File: src/rtl/chan_arbiter.sv
// rtl/chan_arbiter.sv - 9-input latched request arbiter with timed grant hold.
// Define CHAN_ARB_RR_EN for round-robin arbitration; the default build uses fixed priority with channel 8 highest.
module chan_arbiter #(
  parameter int NREQ = 9,
  parameter int CW   = 4,
  parameter int TMO  = 15
) (
  input  logic            clk,
  input  logic            rst,
  input  logic [NREQ-1:0] req,
  input  logic            mask_wr,
  input  logic [NREQ-1:0] mask_in,
  input  logic            ack,
  output logic            grant_vld,
  output logic [CW-1:0]   chan,
  output logic [NREQ-1:0] grant_oh,
  output logic            busy,
  output logic            timeout_err
);

  localparam logic [CW-1:0] NO_CHAN = {CW{1'b1}};

  typedef enum logic [1:0] {S_IDLE, S_ARB, S_GRANT, S_RELEASE} state_t;

  state_t          r_state;
  logic [NREQ-1:0] r_pend;
  logic [NREQ-1:0] r_mask;
  logic            r_grant_vld;
  logic [CW-1:0]   r_chan;
  logic [NREQ-1:0] r_grant_oh;
  logic            r_busy;
  logic            r_timeout_err;
  logic [7:0]      r_timer;
  logic [CW-1:0]   r_win;
`ifdef CHAN_ARB_RR_EN
  logic [CW-1:0]   r_ptr;
`endif

  logic [NREQ-1:0] w_cand;
  logic [NREQ-1:0] w_new;
  logic [NREQ-1:0] w_win_oh;
  logic [NREQ-1:0] w_sel_oh;
  logic [NREQ-1:0] w_pend_next;
  logic            w_found;
  logic [CW-1:0]   w_sel;
  logic            w_tmo;
  logic            w_abort;

  assign w_cand   = r_pend & ~r_mask;
  assign w_new    = req & ~r_mask;
  assign w_win_oh = NREQ'(1) << r_win;
  assign w_sel_oh = NREQ'(1) << w_sel;
  assign w_tmo    = (r_timer == 8'(TMO - 1));
  assign w_abort  = (r_state == S_GRANT) && !ack && w_tmo;

  always_comb begin
    w_found = 1'b0;
    w_sel   = '0;
`ifdef CHAN_ARB_RR_EN
    // Descend from the slot below the last winner; the last winner itself comes last.
    for (int i = 1; i <= NREQ; i++) begin
      if (!w_found && w_cand[(int'(r_ptr) + NREQ - i) % NREQ]) begin
        w_found = 1'b1;
        w_sel   = CW'((int'(r_ptr) + NREQ - i) % NREQ);
      end
    end
`else
    for (int i = 0; i < NREQ; i++) begin
      if (w_cand[i]) begin
        w_found = 1'b1;
        w_sel   = CW'(i);
      end
    end
`endif
  end

  // The served channel is resampled on release and dropped on abort; others keep accumulating.
  always_comb begin
    w_pend_next = r_pend | w_new;
    if (r_state == S_RELEASE)
      w_pend_next = (r_pend & ~w_win_oh) | w_new;
    else if (w_abort)
      w_pend_next = w_pend_next & ~w_win_oh;
  end

  always_ff @(posedge clk) begin
    if (rst) begin
      r_state       <= S_IDLE;
      r_pend        <= '0;
      r_mask        <= '0;
      r_grant_vld   <= 1'b0;
      r_chan        <= NO_CHAN;
      r_grant_oh    <= '0;
      r_busy        <= 1'b0;
      r_timeout_err <= 1'b0;
      r_timer       <= '0;
      r_win         <= '0;
`ifdef CHAN_ARB_RR_EN
      r_ptr         <= CW'(NREQ - 1);
`endif
    end else begin
      r_timeout_err <= 1'b0;
      r_pend        <= w_pend_next;
      if (mask_wr)
        r_mask <= mask_in;
      case (r_state)
        S_IDLE: begin
          if (|w_cand) begin
            r_state <= S_ARB;
            r_busy  <= 1'b1;
          end
        end
        S_ARB: begin
          if (w_found) begin
            r_state     <= S_GRANT;
            r_win       <= w_sel;
            r_chan      <= w_sel;
            r_grant_oh  <= w_sel_oh;
            r_grant_vld <= 1'b1;
            r_timer     <= '0;
          end else begin
            r_state <= S_IDLE;
            r_busy  <= 1'b0;
            r_chan  <= NO_CHAN;
          end
        end
        S_GRANT: begin
          if (ack || w_tmo) begin
            r_state     <= ack ? S_RELEASE : S_IDLE;
            r_busy      <= ack;
            r_grant_vld <= 1'b0;
            r_chan      <= NO_CHAN;
            r_grant_oh  <= '0;
            r_timer     <= '0;
            r_timeout_err <= !ack;
`ifdef CHAN_ARB_RR_EN
            r_ptr       <= r_win;
`endif
          end else begin
            r_timer <= r_timer + 8'd1;
          end
        end
        S_RELEASE: begin
          r_state <= S_IDLE;
          r_busy  <= 1'b0;
        end
        default: begin
          r_state <= S_IDLE;
          r_busy  <= 1'b0;
        end
      endcase
    end
  end

  assign grant_vld   = r_grant_vld;
  assign chan        = r_chan;
  assign grant_oh    = r_grant_oh;
  assign busy        = r_busy;
  assign timeout_err = r_timeout_err;

endmodule

File: config.mk
export PLATFORM = sky130hd
export DESIGN_NAME = chan_arbiter
export DESIGN_NICKNAME = d
export VERILOG_FILES = /design/src/rtl/chan_arbiter.sv
export SDC_FILE = /design/constraint.sdc
export NUM_CORES = 1
export LEC_CHECK = 0
export CELL_PAD_IN_SITES_DETAIL_PLACEMENT = 1
export CELL_PAD_IN_SITES_GLOBAL_PLACEMENT = 1
export CORE_ASPECT_RATIO = 1.1
export CORE_UTILIZATION = 43
export DETAILED_ROUTE_END_ITERATION = 10
export PLACE_DENSITY = 0.8
export REMOVE_ABC_BUFFERS = 1
export SKIP_LAST_GASP = 1
export SLEW_MARGIN = 20
export SYNTH_ARGS = -nofsm -noshare
export SYNTH_HDL_FRONTEND = slang
export SYNTH_SLANG_ARGS = --single-unit
File: constraint.sdc
create_clock -name clk -period 3.16 [get_ports clk]
set_clock_uncertainty 0.15 [all_clocks]
set_input_delay 0.632 -clock clk [delete_from_list [all_inputs] [get_ports clk]]
set_output_delay 0.632 -clock clk [all_outputs]
set_load 0.02 [all_outputs]
==> metrics.md <==
| Metric | Value |
|---|---|
| Status | complete, but fails checks |
| Violated checks | DRC |
| Leak | 1.056 nW |
| Iteration-0 DRC Markers | 93 |
| Startpoint Class | flip-flop |
| Post-synthesis register bit count | 48 |
| Seq pwr share | 47.2% |
| Post-route minimum period | 2.244 ns |
| Input/output buffers | 37 |
| Initial Utilization | 44.87% |
| # rows | 27 |
| Reg area | 960.9 um2 |
| Routed len/inst | 15.86 um |
| GRT Overall Usage | 21.17% |
| Top cell type's share of synthesized area | 42.55% |
| Congestion Overflow GR | 0 |
| Min-delay src | grant_oh[8]$_SDFFE_PP0P_ |
| Sw Ratio | 28.16% |
| Final Hold Viols | 0 |
| Cells after synthesis | 243 |
| CTS root buffer | clkbuf_8 |
| Combinational group share of total power | 20.8% |
| Core footprint | 5034 um2 |
| Async SR Flop Fraction | 0% |
| Slew HR | 60.53% |
| Power density over the cells | 521.9 nW/um2 |
| TritonCTS clock tree | done |
| Clock share of power | 32.0% |
| Hpwl dp | 3923 um |
| Final RePlAce weighted congestion | 0.7830 |
| Final Cycle Share | 71.00% |
| CTS Hold Bufs | 0 |
| Mapped Area | 2258 um2 |
| Residual DRC count | 4 |
| Clk sinks | 48 |
| Seq/Total Area, Yosys | 42.55% |
| FF-to-FF path depth | 8 |
| Die width | 71.10 um |
| Drt total wl | 5344 um |
| Number of synthesized flops with an enable pin | 0 |
| Synth cell types | 48 |
| Final Setup Violations | 0 |
| Max incr delay on CP | 0.39 ns |
| VDD IR max | 0.0002548 V |
| Worst setup path endpoint | r_timer[7]$_SDFFE_PP0P_ |
| R2R Setup Slk | 0.92 ns |
| Setup CP Type | reg -> reg |
| RSZ-0062 raised after global routing | no |
| HP Class | reg -> reg |
| Post-CTS setup buffers | 0 |
| Crit. End Element | flip-flop |
| Internal power | 0.001039 W |
| DRT Pass-1 Iters | 9 |
| Worst Path Required | 3.24 ns |
| Number of global-route vias before repair | 1,949 |
| Largest net degree at the start of global routing | 20 |
| Ant diodes | 0 |
| Clock Latency Late Sink | 0.30 ns |
| Share of layout cells above drive strength 1 | 8.244% |
| H-Tree Depth | 2 |
| Switching power | 0.0004073 W |
| Clock transition at path regs | 0.08 ns |
| Synth area leader | dfxtp_1 |
| Worst Hold Slack | 0.3144 ns |
| Worst-path fanout max | 14 |
| Final nets | 302 |
| Via count | 1,907 |
| Worst-margin pin slew | 0.5903 ns |
| Max Freq | 0.4457 GHz |
| Setup TNS Final | 0 ns |
| Area grow syn2layout | 22.71% |
| Most numerous cell in the Yosys netlist | dfxtp_1 |
| Clk buf depth | 2 |
| Fillers | 566 |
| Synth top area cells | dfxtp_1 43%, nor2_1 4.5%, mux2i_1 4.4%, a311oi_1 4.3%, nand2b_1 3.6% |
| Post_cts resized | 0 |
| DRT antenna net count | 0 |
| Syn Area/Cell | 9.294 um2 |
| CP arrival | 2.33 ns |
| Max-slew violations | 0 |
| Maxcap violations | 0 |
| Post-synth top cells | 48 x dfxtp_1, 27 x nor2_1, 15 x nand2_1 |
| I/O pin count | 38 |
| Initial antenna violation count | 0 |
| Worst hold stages | 1 |
| DIE HEIGHT | 78.01 um |
| Origin of the critical flop-to-flop path | r_timer[0]$_SDFFE_PP0P_ |
| Total CTS buffers | 5 |
| Crit-path slowest cell | o21ba_1 |
| First-pass GRT wire length | 9308 um |
| Die footprint | 5547 um2 |
| Warnings from Yosys | 0 |
| Crit Reg-Reg Endpoint | r_timer[7]$_SDFFE_PP0P_ |
| Cell chain of the critical path | inv_1 > ha_1 > and4b_1 > a211oi_2 > buf_4 > nand2b_1 > o21ba_1 > a21boi_1 |
| Multi-input logic area | 1205 um2 |
| DR vias/cell | 5.659 |
| Critical Path Source | r_timer[0]$_SDFFE_PP0P_ |
| Ys flop type | dfxtp_1 |
## layer usage
layer / part of all wire [%] / global-route usage, % / vias up
li1: - / - / 957
met1: 46 / 26.71 / 904
met2: 49 / 36.54 / 38
met3: 3.2 / 4.365 / 8
met4: 1.2 / 5.800 / 0
met5: 0 / 0 / -
## cell usage in the layout, fill, tap and decap left out, drive strengths merged, types with 5 or more instances in the layout
cell type and instances:
o21ai 9, clkbuf 6, nor3 6, nor2 27, clkdlybuf4s50 37, o21bai 6
dfxtp 48, mux2i 10, nand2 16, nand2b 17, a21oi 13, nor2b 13
a311oi 11, inv 5
## cell type report
cell class	instances	area share, %
timing repair buffer	40	14.18
inverter	5	0.6772
multi-input combinational	178	43.48
clock inverter	2	1.400
tap	58	2.619
clock buffer	6	2.980
sequential	48	34.67
## registers in the layout, summed over array words and instances (netlist names)
register	flops
grant_oh	9
r_mask	9
r_pend	9
r_timer	8
chan	4
r_win	4
r_state	2
busy	1
grant_vld	1
timeout_err	1
## critical path: cells and delay by family (launching register included)
kind | cells | cell delay, ns
compound gates | 3 | 0.78
flops | 1 | 0.38
simple gates | 2 | 0.38
buf+inv | 2 | 0.30
fa+ha+maj | 1 | 0.19
## cell families after synthesis
| kind of cell | count (synthesis) | synth area share, % |
|---|---|---|
| compound gates | 71 | 24.15 |
| flops | 48 | 42.55 |
| mux | 10 | 4.432 |
| buf+inv | 17 | 4.100 |
| fa+ha+maj | 2 | 1.108 |
| simple gates | 95 | 23.66 |
## worst min-delay path by stage
stage	endpoint	slack (ns)
finish	grant_oh[8]$_SDFFE_PP0P_	0.31
global route	grant_oh[7]$_SDFFE_PP0P_	0.33
CTS	grant_oh[8]$_SDFFE_PP0P_	0.32
detailed placement	grant_oh[7]$_SDFFE_PP0P_	0.30
global placement	grant_oh[8]$_SDFFE_PP0P_	0.30
floorplan	r_win[0]$_SDFFE_PP0P_	0.30
## power groups by stage
stage          Clock, W  Combinational (W)  Sequential [W]
3_5_place_dp          0           0.000300        0.000697
2_1_floorplan         0           0.000165        0.000708
5_1_grt        0.000502           0.000331        0.000691
6_report       0.000463           0.000300        0.000683
3_3_place_gp          0           0.000293        0.000696
4_1_cts        0.000475           0.000303        0.000683
## per-stage QoR
step                      instance area, um2  setup slack [ns]  total power [W]  util [%]  cells
final                                   2771            0.9164         0.001446     55.06    337
after global routing                    2771            0.7497         0.001524     55.06    337
after CTS                               2771            0.8913         0.001461     55.06    337
after detailed placement                2650            0.6863        0.0009968     52.65    329
after global placement                  2650            0.7450        0.0009889     52.65    329
after floorplan                         2185            0.9707        0.0008726         -    231
No activity file was read; power rests on OpenSTA's default activity.
==> RTL edit 1: new RTL, same settings <==
Set the parameter `CW` to 8 (it was 4).
--- a/src/rtl/chan_arbiter.sv
+++ b/src/rtl/chan_arbiter.sv
@@ -2,7 +2,7 @@
 // Define CHAN_ARB_RR_EN for round-robin arbitration; the default build uses fixed priority with channel 8 highest.
 module chan_arbiter #(
   parameter int NREQ = 9,
-  parameter int CW   = 4,
+  parameter int CW   = 8,
   parameter int TMO  = 15
 ) (
   input  logic            clk,
Ports: changed (resized chan); port bits go from 38 to 42. The function was not compared with the original's and may differ.
==> RTL edit 1 against the original RTL <==
Sequential cell count up 1; final area up 5.6%; die area up 6.0%; area after synthesis up 6.1%; setup slack worse by 72 ps; sequential power up 3.7%; power down 1.4%; count of clock-buffer cells in the layout up 1; wire length up 8.5%; combinational power up 13%; critical path type is now in2reg; largest cell class unchanged; largest power group unchanged.
==> RTL edit 1: results (changes against the original RTL) <==
| Metric | Value |
|---|---|
| Top post-synthesis cells by area | dfxtp_1, nor2_1, mux2i_1 (unchanged) |
| R2R Path Start | r_pend[2] (was r_timer[0]) |
| Share of post-route cells with drive strength above 1 | 0.07261 (was 0.08244) |
| R2r setup slk | 1010 ps (was 920 ps) |
| Wire per inst | 15.34 µm (was 15.86 µm) |
| WHS | 327.2 ps (was 314.4 ps) |
| Post-Synthesis Cells | 266 (was 243) |
| Max VDD drop | 0.0002438 V (was 0.0002548 V) |
| Vias in the first global route | 2090 (was 1949) |
| DRT Wirelength | 5797 µm (was 5344 µm) |
| Vias/cell | 5.635 (was 5.659) |
| Worst Path Max Fanout | 10 (was 14) |
| Seq/Total Area, Yosys | 0.4092 (was 0.4255) |
| Outcome | complete, no violations (was complete, but fails checks) |
| Fill count | 666 (was 566) |
| Post-synthesis adder-cell area fraction | 0.01461 (was 0.01108) |
| First-pass GRT wire length | 9729 µm (was 9308 µm) |
| Mapped Area | 2397 µm² (was 2258 µm²) |
| Netlist cell types | 58 (was 48) |
| Leakage Power | 1.098 nW (was 1.056 nW) |
| Buffers on Ports | 41 (was 37) |
| Worst Reg2Reg Path Length in Cells | 5 (was 8) |
| Die width | 73.19 µm (was 71.10 µm) |
| GRT Overall Usage | 0.2151 (was 0.2117) |
| Crit path DAT | 2400 ps (was 2330 ps) |
| Min-delay src | grant_oh[4] (was grant_oh[8]) |
| Post-placement cell count | 371 (was 329) |
| Switching Share | 0.3049 (was 0.2816) |
| Placer Congestion | 0.7639 (was 0.7830) |
| Nets | 327 (was 302) |
| Placed wire-length estimate | 4350 µm (was 3923 µm) |
RTL edit 1: power by group through the flow:
stage	clock [W]	combinational, W	sequential [W]
2_1_floorplan	0	0.000173	0.000744
3_3_place_gp	0	0.000334	0.000720
3_5_place_dp	0	0.000343	0.000722
4_1_cts	0.000387	0.000344	0.000708
5_1_grt	0.000408	0.000375	0.000716
6_report	0.000378	0.000340	0.000708
RTL edit 1: logic make-up (layout without fill, tap and decap cells):
logic type / count (synthesis) / in the layout
and+or+nand+nor: 100 / 100
AOI/OAI and AO/OA: 74 / 74
DFF: 49 / 49
buffers and inverters: 30 / 67
muxes: 10 / 10
adders and majority gates: 3 / 3
RTL edit 1: routing by layer:
metal / track usage / up-vias / wire [µm]
met3: 0.04141 / 9 / 129
met1: 0.2487 / 1044 / 2577
met4: 0.08824 / 0 / 79
met5: 0 / - / 0
met2: 0.3824 / 38 / 3011
li1: - / 1039 / -
RTL edit 1: through the flow:
| stage | power, W | utilization | instance area, µm² | setup slack (ps) |
|---|---|---|---|---|
| 2_1_floorplan | 0.0009169 | - | 2313 | 1135 |
| 3_3_place_gp | 0.001055 | 0.5299 | 2840 | 603.2 |
| 3_5_place_dp | 0.001065 | 0.5299 | 2840 | 523.3 |
| 4_1_cts | 0.001439 | 0.5460 | 2927 | 836.9 |
| 5_1_grt | 0.001499 | 0.5460 | 2927 | 740.4 |
| 6_report | 0.001426 | 0.5460 | 2927 | 844.8 |
RTL edit 1: area by class of cell:
| class | instances | area, µm² | area share |
|---|---|---|---|
| Multi-Input combinational cell | 187 | 1272 | 0.4348 |
| Clock buffer | 7 | 86.33 | 0.02950 |
| Timing Repair Buffer | 44 | 432.9 | 0.1479 |
| Tap cell | 75 | 93.84 | 0.03206 |
| Inverter | 16 | 60.06 | 0.02052 |
| Sequential cell | 49 | 980.9 | 0.3352 |
RTL edit 1: worst max-delay path by stage:
stage,from,end,slack (ps),cells past startpoint
6_report,ack,r_timer[7],840,6
5_1_grt,ack,chan[2],740,6
4_1_cts,ack,r_timer[7],840,6
3_5_place_dp,ack,r_timer[3],520,6
3_3_place_gp,ack,r_timer[5],600,6
2_1_floorplan,ack,chan[0],1130,5
==> RTL edit 2: new RTL, same flow settings <==
Without the edit above. Reset style: asynchronous (`rst`), changed in one clocked block.
--- a/src/rtl/chan_arbiter.sv
+++ b/src/rtl/chan_arbiter.sv
@@ -83,7 +83,7 @@
       w_pend_next = w_pend_next & ~w_win_oh;
   end
 
-  always_ff @(posedge clk) begin
+  always_ff @(posedge clk or posedge rst) begin
     if (rst) begin
       r_state       <= S_IDLE;
       r_pend        <= '0;
Function: differs if rst is asserted again (counterexample within 4 cycles, from zero or initial values and one cycle with rst high); with rst held inactive, the same outputs for 4 cycles.
==> RTL edit 2 against the original RTL <==
Setup slack worse by 420 ps; largest cell class is now registers; critical path depth fell by 1; sequential cell count unchanged; final cell count grew 2.7%; wire length increased by 10%; final area grew 7.0%; area after synthesis is 5.3% higher; via count up 0.10%.
Power is not compared: it rests on default switching activity, and its combinational part moved more than twofold at a synthesized area within 25%.
==> RTL edit 2: results (changes against the original RTL) <==
| Metric | Value |
|---|---|
| Largest net degree at the start of global routing | 26 (was 20) |
| Setup Buffers After CTS | 0 (unchanged) |
| Insertion delay to the later sink of the worst-skew pair | 310 ps |
| Vias in the first global route | 2049 (was 1949) |
| Leakage Power | 1.228 nW |
| Max VDD drop | 0.0004098 V |
| Placer Congestion | 0.7770 (was 0.7830) |
| Worst Path Max Fanout | 5 (was 14) |
| Psw | 0.0008839 W |
| CTS Root Buffer Type | clkbuf_8 (unchanged) |
| GRT Overall Usage | 0.2304 (was 0.2117) |
| CTS Buf Count | 5 (unchanged) |
| Place WS | 573.3 ps (was 686.3 ps) |
| Async set or reset register ratio after synthesis | 1.000 (was 0) |
| DRT Wirelength | 5895 µm (was 5344 µm) |
| CTS resizes | 0 (unchanged) |
| 1st-iter DRT viols | 126 (was 93) |
| Path type of the worst min-delay path | reg2reg (unchanged) |
| Buffers on Ports | 37 (unchanged) |
| Top post-synthesis cells by area | dfrtp_1, nand2b_1, mux2_2 (was dfxtp_1, nor2_1, mux2i_1) |
| Ys Warns | 0 (unchanged) |
| Clock tree buffer depth | 2 (unchanged) |
| Vias/cell | 5.517 (was 5.659) |
| Seq/Total Area, Yosys | 0.5074 (was 0.4255) |
| First-pass GRT wire length | 10090 µm (was 9308 µm) |
| Crit path DAT | 2670 ps (was 2330 ps) |
| Slowest cell delay on critical path | 460 ps (was 390 ps) |
| Worst path slowest cell | nor3_1 (was o21ba_1) |
| Crit path max-delay family | simple AND/OR/NAND/NOR gates (was compound AO/OA/AOI/OAI gates) |
| Nets | 294 (was 302) |
| Ant diodes | 0 (unchanged) |
| Placed wire-length estimate | 4403 µm (was 3923 µm) |
| Netlist cell types | 45 (was 48) |
| Share of post-route cells with drive strength above 1 | 0.1255 (was 0.08244) |
| Outcome | complete, no violations (was complete, but fails checks) |
| Worst Max-Slew Pin Slew | 817.9 ps (was 590.3 ps) |
| First-pass DRT Iterations | 4 (was 9) |
| # H-tree levels | 2 (unchanged) |
| Initial antenna violation count | 0 (unchanged) |
| Post-synth top cells | dfrtp_1, nand2b_1, nand2_1, nor2_1, o21ai_0 (was dfxtp_1, nor2_1, nand2_1) |
| Reg clk slew, reported paths | ~90 ps |
## RTL edit 2: cell count changes in the layout (fill, tap and decap cells not counted), moves of 5 or more
cell | unedited run | this run
dfxtp_1 | 48 | 0
dfrtp_1 | 0 | 44
nor2_1 | 27 | 15
a311oi_1 | 11 | 1
mux2_2 | 0 | 10
mux2i_1 | 10 | 0
nand2b_1 | 13 | 22
a22o_1 | 0 | 8
nor3_1 | 4 | 11
o21bai_1 | 6 | 0
a21oi_1 | 13 | 8
a22oi_1 | 0 | 5
o21ai_0 | 9 | 14
## RTL edit 2: through the flow
stage | instance area (µm²) | power [W] | hold slack [ps] | instances | utilization
final | 2965 | 0.002284 | 356.8 | 346 | 0.5532
after global routing | 2965 | 0.002430 | 379.3 | 346 | 0.5532
after CTS | 2965 | 0.002296 | 358.9 | 346 | 0.5532
after detailed placement | 2858 | 0.001840 | 338.4 | 338 | 0.5331
after global placement | 2858 | 0.001796 | 326.5 | 338 | 0.5331
after floorplan | 2359 | 0.001480 | 335.3 | 223 | -
## RTL edit 2: cells by family after synthesis
logic type	share of synthesized area
and+or+nand+nor	0.2116
AOI/OAI and AO/OA	0.1874
DFF	0.5074
buffers and inverters	0.02053
muxes	0.04737
xor gates and xnor gates	0.01105
adders and majority gates	0.01474
## RTL edit 2: routing by layer
layer / vias to the layer above / track usage / wire, µm
met5: - / 0 / 0
met4: 0 / 0.06471 / 91
met3: 8 / 0.04293 / 153
met2: 38 / 0.3972 / 3012
met1: 957 / 0.2924 / 2638
li1: 906 / - / -
## RTL edit 2: path summary, 6_finish.rpt
check                       startpoint          end  slack (ps)  cells after the start
setup / recovery            r_timer[0]    r_pend[5]         490                      7
hold / removal             grant_oh[6]  grant_oh[6]         360                      1
setup reg to reg            r_timer[0]    r_pend[5]         490                      7
hold reg to reg            grant_oh[6]  grant_oh[6]         360                      1
max in group asynchronous          rst      chan[2]        1730                      3
min in group asynchronous          rst    r_pend[1]         540                      2
## RTL edit 2: power by group through the flow
stage	Sequential, W	Clock, W	Combinational (W)
after global placement	0.000958	0	0.000838
final	0.000964	0.000443	0.000876
after floorplan	0.000982	0	0.000498
after detailed placement	0.000969	0	0.000871
after CTS	0.000961	0.000453	0.000882
after global routing	0.000992	0.000478	0.000961
## RTL edit 2: area by class of cell
| cell class | instances | area (µm²) |
|---|---|---|
| repair buffers | 40 | 405.4 |
| well taps | 75 | 93.84 |
| inverters | 8 | 30.03 |
| multi-input cells | 167 | 1122 |
| clock buffers | 6 | 72.57 |
| clock inverters | 2 | 35.03 |
| flip-flops and latches | 48 | 1206 |
| fillers | 606 | 2395 |
## RTL edit 2: worst register-to-register path: stages, from the launching register on
cell and delay (ps):
dfrtp_1 440, inv_1 100, ha_1 150, or3b_4 410, nor4_2 420, nand2_1 190, nor3_1 460, a22oi_1 200
